===== src/rtl/blink_decoder.sv =====
// blink_decoder: measures half-periods of an asynchronous square wave, flags lock and loss of signal
module blink_decoder #(
   parameter int CNT_W      = 24,
   parameter int TIMEOUT    = 6_000_000,
   parameter int TOL        = 16,
   parameter int LOCK_COUNT = 2
) (
   input  logic             clk,
   input  logic             rst,
   input  logic             sig_in,
   output logic             level,
   output logic [CNT_W-1:0] half_period,
   output logic             period_valid,
   output logic             locked,
   output logic             no_signal
);
   typedef enum logic {IDLE, MEASURE} state_t;
   state_t           state;
   logic             s1, s2, s3;
   logic             edge_det, prev_valid, match;
   logic [CNT_W-1:0] cnt, prev, diff;
   logic [3:0]       match_cnt, match_nxt;
   assign edge_det  = s2 ^ s3;
   assign level     = s3;
   assign diff      = cnt >= prev ? cnt - prev : prev - cnt;
   assign match     = prev_valid && diff <= CNT_W'(TOL);
   assign match_nxt = !match ? 4'd0 : match_cnt == 4'(LOCK_COUNT) ? match_cnt : match_cnt + 4'd1;
   always_ff @(posedge clk) begin
      if (rst) begin
         {s1, s2, s3} <= 3'b000;
         state        <= IDLE;
         cnt          <= '0;
         prev         <= '0;
         half_period  <= '0;
         period_valid <= 1'b0;
         locked       <= 1'b0;
         no_signal    <= 1'b0;
         match_cnt    <= 4'd0;
         prev_valid   <= 1'b0;
      end else begin
         {s1, s2, s3} <= {sig_in, s1, s2};
         period_valid <= 1'b0;
         if (state == IDLE) begin
            cnt <= edge_det ? CNT_W'(1) : '0;
            if (edge_det) begin
               state      <= MEASURE;
               prev_valid <= 1'b0;
               no_signal  <= 1'b0;
            end
         end else if (edge_det) begin
            // an edge landing on the timeout cycle is still a valid measurement
            half_period  <= cnt;
            period_valid <= 1'b1;
            cnt          <= CNT_W'(1);
            match_cnt    <= match_nxt;
            locked       <= match_nxt == 4'(LOCK_COUNT);
            prev         <= cnt;
            prev_valid   <= 1'b1;
            no_signal    <= 1'b0;
         end else if (cnt == CNT_W'(TIMEOUT)) begin
            state      <= IDLE;
            cnt        <= '0;
            no_signal  <= 1'b1;
            locked     <= 1'b0;
            match_cnt  <= 4'd0;
            prev_valid <= 1'b0;
         end else begin
            cnt <= cnt + CNT_W'(1);
         end
      end
   end
endmodule


===== config.mk =====
export PLATFORM = sky130hd
export DESIGN_NAME = blink_decoder
export DESIGN_NICKNAME = d
export VERILOG_FILES = /design/src/rtl/blink_decoder.sv
export SDC_FILE = /design/constraint.sdc
export NUM_CORES = 1
export LEC_CHECK = 0
export CORE_ASPECT_RATIO = 0.5
export CORE_MARGIN = 5
export CORE_UTILIZATION = 60
export DETAILED_ROUTE_END_ITERATION = 8
export GPL_TIMING_DRIVEN = 0
export PLACE_DENSITY = 0.89
export RECOVER_POWER = 25
export SLEW_MARGIN = 0
export SYNTH_ARGS = -nofsm -noshare
export SYNTH_HDL_FRONTEND = slang
export SYNTH_SLANG_ARGS = --single-unit

===== constraint.sdc =====
create_clock -name clk -period 4.7 [get_ports clk]
set_input_delay 1.175 -clock clk [delete_from_list [all_inputs] [get_ports clk]]
set_output_delay 1.175 -clock clk [all_outputs]
set_load 0.1 [all_outputs]

==> key figures <==
Critical path
  • Reg-to-Reg End: locked
  • Worst Setup Start Kind: flop
  • Highest cell delay on the worst timing path: 620 ps
  • Critical path class: reg2reg
  • Kind of cell adding the most delay to the critical path: simple AND/OR/NAND/NOR gates
  • Worst r2r path cells: 14
  • Slowest cell on the critical path: nor4_4
  • Beginning of the worst register-to-register path: prev[14]
  • CP arrival: approximately 4700 ps
  • Critical path buffers and inverters: 3
  • FF-to-FF setup slack: 300 ps
  • Data required, critical path: between 4000 and 5000 ps
  • Setup crit start: prev[14]
  • Worst Setup End Kind: flop
  • CP Cell Sequence: inv_1 > ha_1 > nand4_1 > or3_1 > buf_2 > a311o_1 > a31oi_1 > buf_4 > o211ai_1 > a211oi_1 > o22ai_1 > nor4_4 > nand4_2 > o31ai_2
  • Worst Path Max Fanout: 10

Synthesis
  • Number of synthesized flops with an enable pin: 0
  • Mapped Avg Cell Area: slightly above 7 um2
  • Sequential share of the synthesized area: 0.221
  • Ys async rst share: 0
  • Synthesized instance count: between 700 and 800
  • Post-synthesis register bit count: 60
  • Mapped Nets: around 800
  • Yosys cell types: 70
  • Synth warn: 0
  • Synth Flop Type: dfxtp_1
  • Synthesized cell area: between 0.005 and 0.006 mm2

Detailed routing
  • DRC: 0
  • Initial DRC Count: 805
  • Post-route ant nets: 0
  • Post-Route WL: 19900 um
  • Wire per inst: about 22 um
  • Via/cell ratio: about 6.8
  • Via count: around 6200
  • Iteration count of the initial detailed-routing pass: 6

Die
  • Die height: between 70 and 80 um
  • Num rows: 24
  • Core area: 0.00877 mm2
  • IO Count: 31
  • Die footprint: roughly 0.011 mm2
  • Initial core utilization: 0.620
  • Die W: about 140 um

Global routing
  • Largest net degree at the start of global routing: 11
  • Antenna violations before repair: 0
  • GRT Total Usage: 0.359
  • Grt total ovfl: 0
  • Vias in the first global route: around 5600
  • First-pass GRT wire length: 31700 um

Power
  • Comb pwr share: 0.071
  • Clock Power Share: 0.513
  • Internal: slightly below 1 mW
  • Net Sw Frac: 0.225
  • Static leakage: 2.28 nW
  • Flop pwr share: 0.416
  • Final Power: approximately 1.2 mW
  • Maximum VDD drop: slightly above 300 uV
  • PwrDens: 201 mW/mm2
  • Net switching power: ~0.28 mW

Hold path
  • Endpoint, Worst Hold: s2
  • Hold Crit Class: reg2reg
  • Min-delay src: s1
  • WHS Path Cells: 1

STA
  • Final Cycle Share: 0.937
  • TNS Setup: 0 ps
  • Count of final hold-check violations: 0
  • RSZ-0062 raised after global routing: no
  • Clock period minus worst slack: roughly 4400 ps
  • Slew margin rel.: 0.337
  • Final setup vio count: 0
  • Clock Skew: between 7 and 8 ps
  • Worst Tran Pin Value: 991 ps
  • Peak Freq: roughly 230 MHz
  • Max Slew Vio Count: 0

Layout
  • Synthesis-to-layout area growth: 13.7%
  • Layout cells sized above 1: 0.0455
  • # diodes: 0
  • Final Net Count: 842

Clock tree
  • Post-CTS Setup Inserts: 0
  • Count of cells resized by post-cts repair: 0
  • Root Buffer: clkbuf_16
  • Hold_buf cts: 0
  • Clk buf depth: 2
  • Num CTS Buffers: 9
  • CTS clk-pin slew, worst paths: 50 ps
  • CTS tree: done
  • H-tree levels: 3
  • Clk Latency, worst-skew pair: between 300 and 400 ps
  • Clock sink count: 60

Flow run
  • # Max-Cap Violations: 0

Placed design
  • I/O Buffers: 29
  • Hpwl dp: between 15000 and 20000 um
  • Gpl congestion: 0.982

Outcome
  • Status: finished clean
## sequential cells by signal, summed over array words and instances (netlist names)
| register | count |
|---|---|
| cnt | 24 |
| level | 1 |
| locked | 1 |
| match_cnt | 4 |
| no_signal | 1 |
| period_valid | 1 |
| prev | 24 |
| prev_valid | 1 |
| s1 | 1 |
| s2 | 1 |
| state | 1 |
## power by group through the flow
stage	Sequential (mW)	Combinational (mW)	Clock, mW
2_1_floorplan	0.528	0.0585	0
3_3_place_gp	0.526	0.0826	0
3_5_place_dp	0.526	0.0837	0
4_1_cts	0.516	0.0848	0.634
5_1_grt	0.516	0.0953	0.666
6_report	0.516	0.0885	0.637
## cell usage after synthesis, drive strengths merged, types with 3 or more instances
| cell | number | area share |
|---|---|---|
| a21oi | 90 | 0.083 |
| nand2 | 85 | 0.059 |
| nor2 | 64 | 0.045 |
| dfxtp | 60 | 0.22 |
| inv | 56 | 0.039 |
| ha | 51 | 0.12 |
| o21ai | 44 | 0.041 |
| clkbuf | 32 | 0.022 |
| xnor2 | 28 | 0.045 |
| nand3 | 20 | 0.018 |
| nor3 | 18 | 0.017 |
| nand4 | 16 | 0.020 |
| a211oi | 11 | 0.017 |
| nand2b | 11 | 0.013 |
| nor4 | 11 | 0.019 |
| o211ai | 10 | 0.015 |
| nor2b | 9 | 0.010 |
| or3 | 9 | 0.010 |
| xor2 | 9 | 0.015 |
| a21o | 8 | 0.011 |
| a31oi | 7 | 0.0081 |
| buf | 7 | 0.0078 |
| a21boi | 6 | 0.0083 |
| a41oi | 6 | 0.0097 |
| and2 | 6 | 0.0069 |
| o21a | 6 | 0.0083 |
| mux2i | 5 | 0.0092 |
| and3 | 4 | 0.0046 |
| o2111ai | 4 | 0.0064 |
| o211a | 4 | 0.0074 |
| o22ai | 4 | 0.0046 |
| o31ai | 4 | 0.0074 |
| a211o | 3 | 0.0048 |
| and4 | 3 | 0.0048 |
| nand3b | 3 | 0.0041 |
## layout by cell type, fill, tap and decap left out, types with 18 or more instances in the layout
master and count:
a21oi_1 90, clkbuf_1 33, clkdlybuf4s50_1 29, dfxtp_1 60, ha_1 51, inv_1 56, nand2_1 85, nand3_1 20
nor2_1 63, nor3_1 18, o21ai_0 37, xnor2_1 28
## stage by stage
stage	utilization	setup slack [ps]	hold WS, ps	instances	instance area [um2]
finish	0.705	296	458	909	6180
global placement	0.670	158	439	895	5870
CTS	0.702	168	463	910	6160
global route	0.705	10.8	463	909	6180
floorplan	-	602	414	749	5440
detailed placement	0.670	201	449	895	5870
## worst reg2reg max path, cell delays in order, from the launching register on
cell and delay, ps:
dfxtp_1 450, inv_1 70, ha_1 390, nand4_1 250
or3_1 410, buf_2 170, a311o_1 300, a31oi_1 260
buf_4 250, o211ai_1 140, a211oi_1 280, o22ai_1 180
nor4_4 620, nand4_2 290, o31ai_2 260
## how the worst max path moves through the flow
stage | to | slack (ps) | cells after the start
finish | locked | 300 | 14
global route | locked | 10 | 12
CTS | locked | 170 | 12
detailed placement | locked | 200 | 12
global placement | locked | 160 | 12
floorplan | locked | 600 | 14
## final cells by class
cell class	count	area [um2]
fill	675	2590
multi-input combinational	594	3890
buffer	38	160
timing repair buffer	29	290
clock inverter	2	35.0
tap	117	146
clock buffer	13	250
inverter	56	210
sequential	60	1200
## layer usage
metal | part of all wire | GRT usage
met2 | 0.39 | 0.484
met4 | 0.018 | 0.0633
met3 | 0.14 | 0.105
met1 | 0.45 | 0.562
met5 | 0 | 0
## kinds of logic (layout without fill, tap and decap cells)
family,count (synthesis),count (layout),synth area share
muxes,6,6,0.0113
xor gates and xnor gates,37,37,0.0596
and+or+nand+nor,267,267,0.243
adders and majority gates,51,51,0.117
buffers and inverters,95,138,0.0686
AOI/OAI and AO/OA,233,233,0.280
DFF,60,60,0.221
(Power assumes the default switching activity.)
